File: src/rtl/seg7_scan_decoder.sv
// Decodes a multiplexed, active-low 7-segment scan bus into three digits.
// A value is published only after MATCH_FRAMES identical, fully settled frames.
module seg7_scan_decoder #(
  parameter int unsigned STABLE_CYC   = 4,
  parameter int unsigned MATCH_FRAMES = 2
) (
  input  logic       clk,
  input  logic       rst_n,
  input  logic [6:0] seg7_in,
  input  logic       seg7_dpt_in,
  input  logic [2:0] dig_sel,
  output logic [3:0] num2,
  output logic [3:0] num1,
  output logic [3:0] num0,
  output logic [2:0] dpt,
  output logic       valid,
  output logic       err
);

  localparam int unsigned CW = $clog2(STABLE_CYC + 1);
  localparam int unsigned MW = $clog2(MATCH_FRAMES + 1);
  localparam logic [CW:0]   STABLE_W = (CW + 1)'(STABLE_CYC);
  localparam logic [CW:0]   RUN_ONE  = (CW + 1)'(1);
  localparam logic [MW-1:0] MATCH_W  = MW'(MATCH_FRAMES);
  localparam logic [MW-1:0] MATCH_1  = MW'(1);

  typedef enum logic [1:0] {WAIT, SETTLE, HELD} state_t;

  state_t      state, state_n;
  logic [CW:0] cnt, cnt_n, run;
  logic        advance, capture;

  logic [6:0]  seg_r, seg_p;
  logic        dp_r, dp_p;
  logic [2:0]  sel_r, sel_p;
  logic        onehot, chg, sel_chg;

  logic [3:0]  dec_val;
  logic        dec_ill;

  logic [11:0]   sh_val, fr_val;
  logic [2:0]    sh_dp, fr_dp, sh_ill, fr_ill;
  logic [2:0]    mask, mask_n;
  logic [17:0]   frame, ref_frame;
  logic [MW-1:0] match_cnt, match_n;
  logic          complete, pend;

  // Input register plus one-cycle history used for change detection
  always_ff @(posedge clk or negedge rst_n) begin
    if (!rst_n) begin
      seg_r <= '0;
      dp_r  <= 1'b0;
      sel_r <= '0;
      seg_p <= '0;
      dp_p  <= 1'b0;
      sel_p <= '0;
    end else begin
      seg_r <= seg7_in;
      dp_r  <= seg7_dpt_in;
      sel_r <= dig_sel;
      seg_p <= seg_r;
      dp_p  <= dp_r;
      sel_p <= sel_r;
    end
  end

  assign onehot  = (sel_r == 3'b001) || (sel_r == 3'b010) || (sel_r == 3'b100);
  assign chg     = {sel_r, seg_r, dp_r} != {sel_p, seg_p, dp_p};
  assign sel_chg = sel_r != sel_p;

  always_comb begin
    dec_val = 4'hF;
    dec_ill = 1'b0;
    case (seg_r)
      7'b1000000: dec_val = 4'd0;
      7'b1111001: dec_val = 4'd1;
      7'b0100100: dec_val = 4'd2;
      7'b0110000: dec_val = 4'd3;
      7'b0011001: dec_val = 4'd4;
      7'b0010010: dec_val = 4'd5;
      7'b0000010: dec_val = 4'd6;
      7'b1111000: dec_val = 4'd7;
      7'b0000000: dec_val = 4'd8;
      7'b0010000: dec_val = 4'd9;
      default:    dec_ill = 1'b1;
    endcase
  end

  always_ff @(posedge clk or negedge rst_n) begin
    if (!rst_n) begin
      state <= WAIT;
      cnt   <= '0;
    end else begin
      state <= state_n;
      cnt   <= cnt_n;
    end
  end

  // A strobe change out of HELD passes through WAIT within the same cycle and
  // counts as the first settled cycle, so back-to-back digits lose no cycle.
  always_comb begin
    state_n = state;
    cnt_n   = cnt;
    run     = RUN_ONE;
    advance = 1'b0;
    unique case (state)
      WAIT: advance = onehot;
      SETTLE: begin
        if (!onehot) begin
          state_n = WAIT;
          cnt_n   = '0;
        end else begin
          run     = chg ? RUN_ONE : cnt + RUN_ONE;
          advance = 1'b1;
        end
      end
      HELD: begin
        if (sel_chg) begin
          if (onehot) advance = 1'b1;
          else        state_n = WAIT;
        end
      end
      default: state_n = WAIT;
    endcase
    if (advance) begin
      if (run >= STABLE_W) begin
        state_n = HELD;
        cnt_n   = '0;
      end else begin
        state_n = SETTLE;
        cnt_n   = run;
      end
    end
  end

  always_comb begin
    capture = advance && (run >= STABLE_W);
  end

  always_comb begin
    fr_val = sh_val;
    fr_dp  = sh_dp;
    fr_ill = sh_ill;
    mask_n = mask;
    if (capture) begin
      mask_n = mask | sel_r;
      case (sel_r)
        3'b001: begin fr_val[3:0]  = dec_val; fr_dp[0] = ~dp_r; fr_ill[0] = dec_ill; end
        3'b010: begin fr_val[7:4]  = dec_val; fr_dp[1] = ~dp_r; fr_ill[1] = dec_ill; end
        3'b100: begin fr_val[11:8] = dec_val; fr_dp[2] = ~dp_r; fr_ill[2] = dec_ill; end
        default: ;
      endcase
    end
    complete = capture && (mask_n == 3'b111);
    frame    = {fr_val, fr_dp, fr_ill};
    if (frame == ref_frame)
      match_n = (match_cnt == MATCH_W) ? MATCH_W : match_cnt + MATCH_1;
    else
      match_n = MATCH_1;
  end

  // Publication lags frame completion by one cycle via pend
  always_ff @(posedge clk or negedge rst_n) begin
    if (!rst_n) begin
      sh_val    <= '0;
      sh_dp     <= '0;
      sh_ill    <= '0;
      mask      <= '0;
      ref_frame <= '0;
      match_cnt <= '0;
      pend      <= 1'b0;
      num2      <= '0;
      num1      <= '0;
      num0      <= '0;
      dpt       <= '0;
      err       <= 1'b0;
      valid     <= 1'b0;
    end else begin
      valid <= 1'b0;
      pend  <= 1'b0;
      if (capture) begin
        sh_val <= fr_val;
        sh_dp  <= fr_dp;
        sh_ill <= fr_ill;
        mask   <= complete ? 3'b000 : mask_n;
      end
      if (complete) begin
        ref_frame <= frame;
        match_cnt <= match_n;
        pend      <= (match_n == MATCH_W);
      end
      if (pend && (ref_frame[17:3] != {num2, num1, num0, dpt})) begin
        {num2, num1, num0, dpt} <= ref_frame[17:3];
        err   <= |ref_frame[2:0];
        valid <= 1'b1;
      end
    end
  end

endmodule

File: config.mk
export PLATFORM = sky130hd
export DESIGN_NAME = seg7_scan_decoder
export DESIGN_NICKNAME = d
export VERILOG_FILES = /design/src/rtl/seg7_scan_decoder.sv
export SDC_FILE = /design/constraint.sdc
export NUM_CORES = 1
export LEC_CHECK = 0
export BUFFER_PORTS_ARGS = -buffer_cell sky130_fd_sc_hd__buf_2
export CAP_MARGIN = 20
export CORE_MARGIN = 8
export CORE_UTILIZATION = 50
export DETAILED_ROUTE_END_ITERATION = 10
export PLACE_DENSITY = 0.77
export SYNTH_ARGS = -nofsm -noshare
export SYNTH_HDL_FRONTEND = slang
export SYNTH_SLANG_ARGS = --single-unit
File: constraint.sdc
create_clock -name clk -period 2.9 [get_ports clk]
set_input_delay 0.145 -clock clk [delete_from_list [all_inputs] [get_ports clk]]
set_output_delay 0.145 -clock clk [all_outputs]
set_load 0.02 [all_outputs]
==> summary.md <==
| Metric | Value |
|---|---|
| Register area share after synthesis | 48.6% |
| Critical path launch point type | register |
| Slew HR | 57.2% |
| Final Hold Fails | 0 |
| Syn Inst Count | 422 |
| Synth unique cells | 77 |
| Post-Syn Area | 4480 sq um |
| Core area | 8720 sq um |
| Worst vdd ir | 0.221 mV |
| Status | complete, no violations |
| Die H | 111 um |
| Worst path top cell family by delay | simple AND/OR/NAND/NOR gates |
| Yosys warnings | 0 |
| Post-synth ARST share | 100% |
| Final period utilization | 97.2% |
| # setup viols final | 0 |
| Top cells by area, synth | dfrtp_1, mux2_2, xnor2_1 |
| Count leader, synth | dfrtp_1 |
| Full die area | 12,200 sq um |
| Worst Hold Class | input pin to async pin |
| Critical-path cell list | or4b_4 -> or4_4 -> nand3_4 -> o21ai_4 -> xor2_1 -> mux2i_1 -> nand4_1 -> nor4_4 -> nor2b_1 |
| Skew-Pair Late Insertion Delay | 0.36 ns |
| Wl on met1 | 4460 um |
| Total Nets Final | 501 |
| Global-route wire length before repair | 16,600 um |
| GP Congestion | 0.946 |
| Worst-path maximum fanout | 8 |
| I/O Pins | 30 |
| Routed len/inst | 17.6 um |
| PwrDens | 488 nW/um^2 |
| Vias per cell | 5.77 |
| Layout cells sized above 1 | 26.1% |
| RSZ-0062 raised after global routing | true |
| Chip Width | 111 um |
| Fmax | 355 MHz |
| First-pass iteration count of the detailed router | 6 |
| Post-route DRC violation count | 0 |
| Clk slew on worst S/H paths | 0.09 ns |
| Syn Area/Cell | 10.6 sq um |
| Max-slew violations | 0 |
| Global route total overflow | 0 |
| Site Rows | 34 |
| H-tree depth | 3 |
| DRT antenna net count | 0 |
| Top sig layer | met4 |
| GRT Total Usage | 16.5% |
| CTS root buf | clkbuf_8 |
| Max Buffers Root-to-Sink | 2 |
| CP max stage delay | 0.57 ns |
| CTS tree | built |
| Area Overhead vs Synth | 19.7% |
| Largest net degree at the start of global routing | 88 |
| Core Util, Final | 61.5% |
| Fin Setup TNS | 0 ns |
| FF+latch count, synth | 87 |
| Met2 routed WL | 5280 um |
| Ys flop type | dfrtp_1 |
| Diode count | 0 |
| WP data required | 3.19 ns |
| Antenna violations before repair | 0 |
| Critical path endpoint category | register |
| EDFF count, synth | 0 |
| CP Class | register to register |
| Met3 Routed Length | 449 um |
| Share of the synthesized area in the top cell type | 48.6% |
| Fin Clk Skew | 0.00614 ns |
| DRT iter0 DRCs | 206 |
| Clk sinks | 87 |
| Number of CTS-inserted buffers | 9 |
| Synth cell count leaders | dfrtp_1, nand2_1, xnor2_1, o21ai_0, inv_1 |
| Initial Util | 51.4% |
| Area leader, netlist | dfrtp_1 |
| Vias in the first global route | 3,405 |
| Critical path buffers and inverters | 0 |
| Lkg Pwr | 2.53 nW |
| Count of input and output buffers | 29 |
| Fin crit period | 2.82 ns |
| Critical path's slowest cell | or4b_4 |
| Drt total wl | 10,500 um |
| Slew @ Worst Pin | 0.635 ns |
| Dpl hpwl | 7130 um |
| Syn nets | 441 |
| Via count | 3,432 |
| Max cap viols | 0 |
| Worst EP arrival | 3.11 ns |
[metal layers]
| layer | vias to the layer above | GRT usage, % |
|---|---|---|
| met5 | - | 0 |
| met4 | 0 | 7.57 |
| met1 | 1692 | 19.5 |
| li1 | 1611 | - |
| met3 | 26 | 3.03 |
| met2 | 103 | 28.1 |
[registers in the layout (all words and copies together), names as in the netlist, 4 cells and up]
signal,flops
cnt,4
num0,4
ref_frame,18
seg_r,7
seg_p,7
sh_val,12
num2,4
num1,4
[timing repair]
action / 4_1_cts / 5_1_grt
gates cloned: 0 / 0
resized for setup: 10 / 15
hold buffers: 11 / 1
endpoints found under the setup margin: 3 / 3
hold endpoints to repair: 11 / 42
setup buffers: 3 / 4
pin swaps: 3 / 10
[layout by cell type (no fill, tap or decap), types with 3 or more instances in the layout]
| cell type | count |
|---|---|
| o21ai_0 | 26 |
| mux2_2 | 21 |
| buf_2 | 28 |
| a21o_1 | 4 |
| nand3b_1 | 3 |
| nand3_1 | 6 |
| xnor2_1 | 27 |
| nor3_1 | 4 |
| nand4_1 | 10 |
| nor4_1 | 3 |
| nor2b_1 | 5 |
| bufinv_16 | 3 |
| or3_1 | 3 |
| nor4bb_1 | 3 |
| nand2_1 | 53 |
| dfrtp_1 | 83 |
| mux2i_1 | 4 |
| and2_1 | 4 |
| nor2_1 | 16 |
| xor2_1 | 11 |
| dlygate4sd3_1 | 12 |
| clkbuf_8 | 10 |
| a21oi_1 | 6 |
| inv_1 | 25 |
| ha_1 | 5 |
| a31oi_1 | 3 |
| dfrtp_2 | 4 |
| buf_4 | 27 |
[area by class of cell]
class                   instances  area (sq um)
multi-input cells             290          2220
flip-flops and latches         87          2180
well taps                     108           135
clock inverters                 6           115
clock buffers                  10           138
repair buffers                 68           483
fillers                       638          3350
inverters                      26          97.6
[worst reg2reg max path, stage by stage (launching register included)]
cell and delay [ns]:
dfrtp_2 0.46, or4b_4 0.57, or4_4 0.44, nand3_4 0.13, o21ai_4 0.12, xor2_1 0.20
mux2i_1 0.17, nand4_1 0.22, nor4_4 0.28, nor2b_1 0.16
[final timing paths]
path / startpoint / to / slack, ns / cells after the start
worst max-delay path: seg_r[0] / pend / 0.08 / 9
worst min-delay path: rst_n / seg_r[5] / 0.32 / 2
worst max register to register: seg_r[0] / pend / 0.08 / 9
worst min register to register: seg_r[0] / seg_p[0] / 0.48 / 0
max in group asynchronous: rst_n / match_cnt[0] / 1.95 / 3
min in group clk: seg7_in[4] / seg_r[4] / 0.42 / 2
[cell families after synthesis]
kind of cell	synth area share [%]
AOI/OAI and AO/OA	13.1
xor gates and xnor gates	7.62
adders and majority gates	1.67
buffers and inverters	4.35
DFF	48.6
muxes	6.92
and+or+nand+nor	17.7
[stage by stage]
step                      power [mW]  instances  worst slack, ns  area, sq um  hold slack [ns]
after floorplan                 1.44        422            0.178         4480           -0.151
after global routing            2.71        595          -0.0997         5370            0.369
after global placement          1.52        559           0.0137         4810            0.254
after CTS                       2.59        589           0.0147         5250           0.0157
after detailed placement        1.53        559          -0.0525         4810            0.254
final                           2.62        595           0.0823         5370            0.325
[power by group]
group	internal, mW	switching (mW)
registers	1.24	0.0338
clock network	0.602	0.452
logic	0.124	0.164
(Power assumes the default switching activity.)
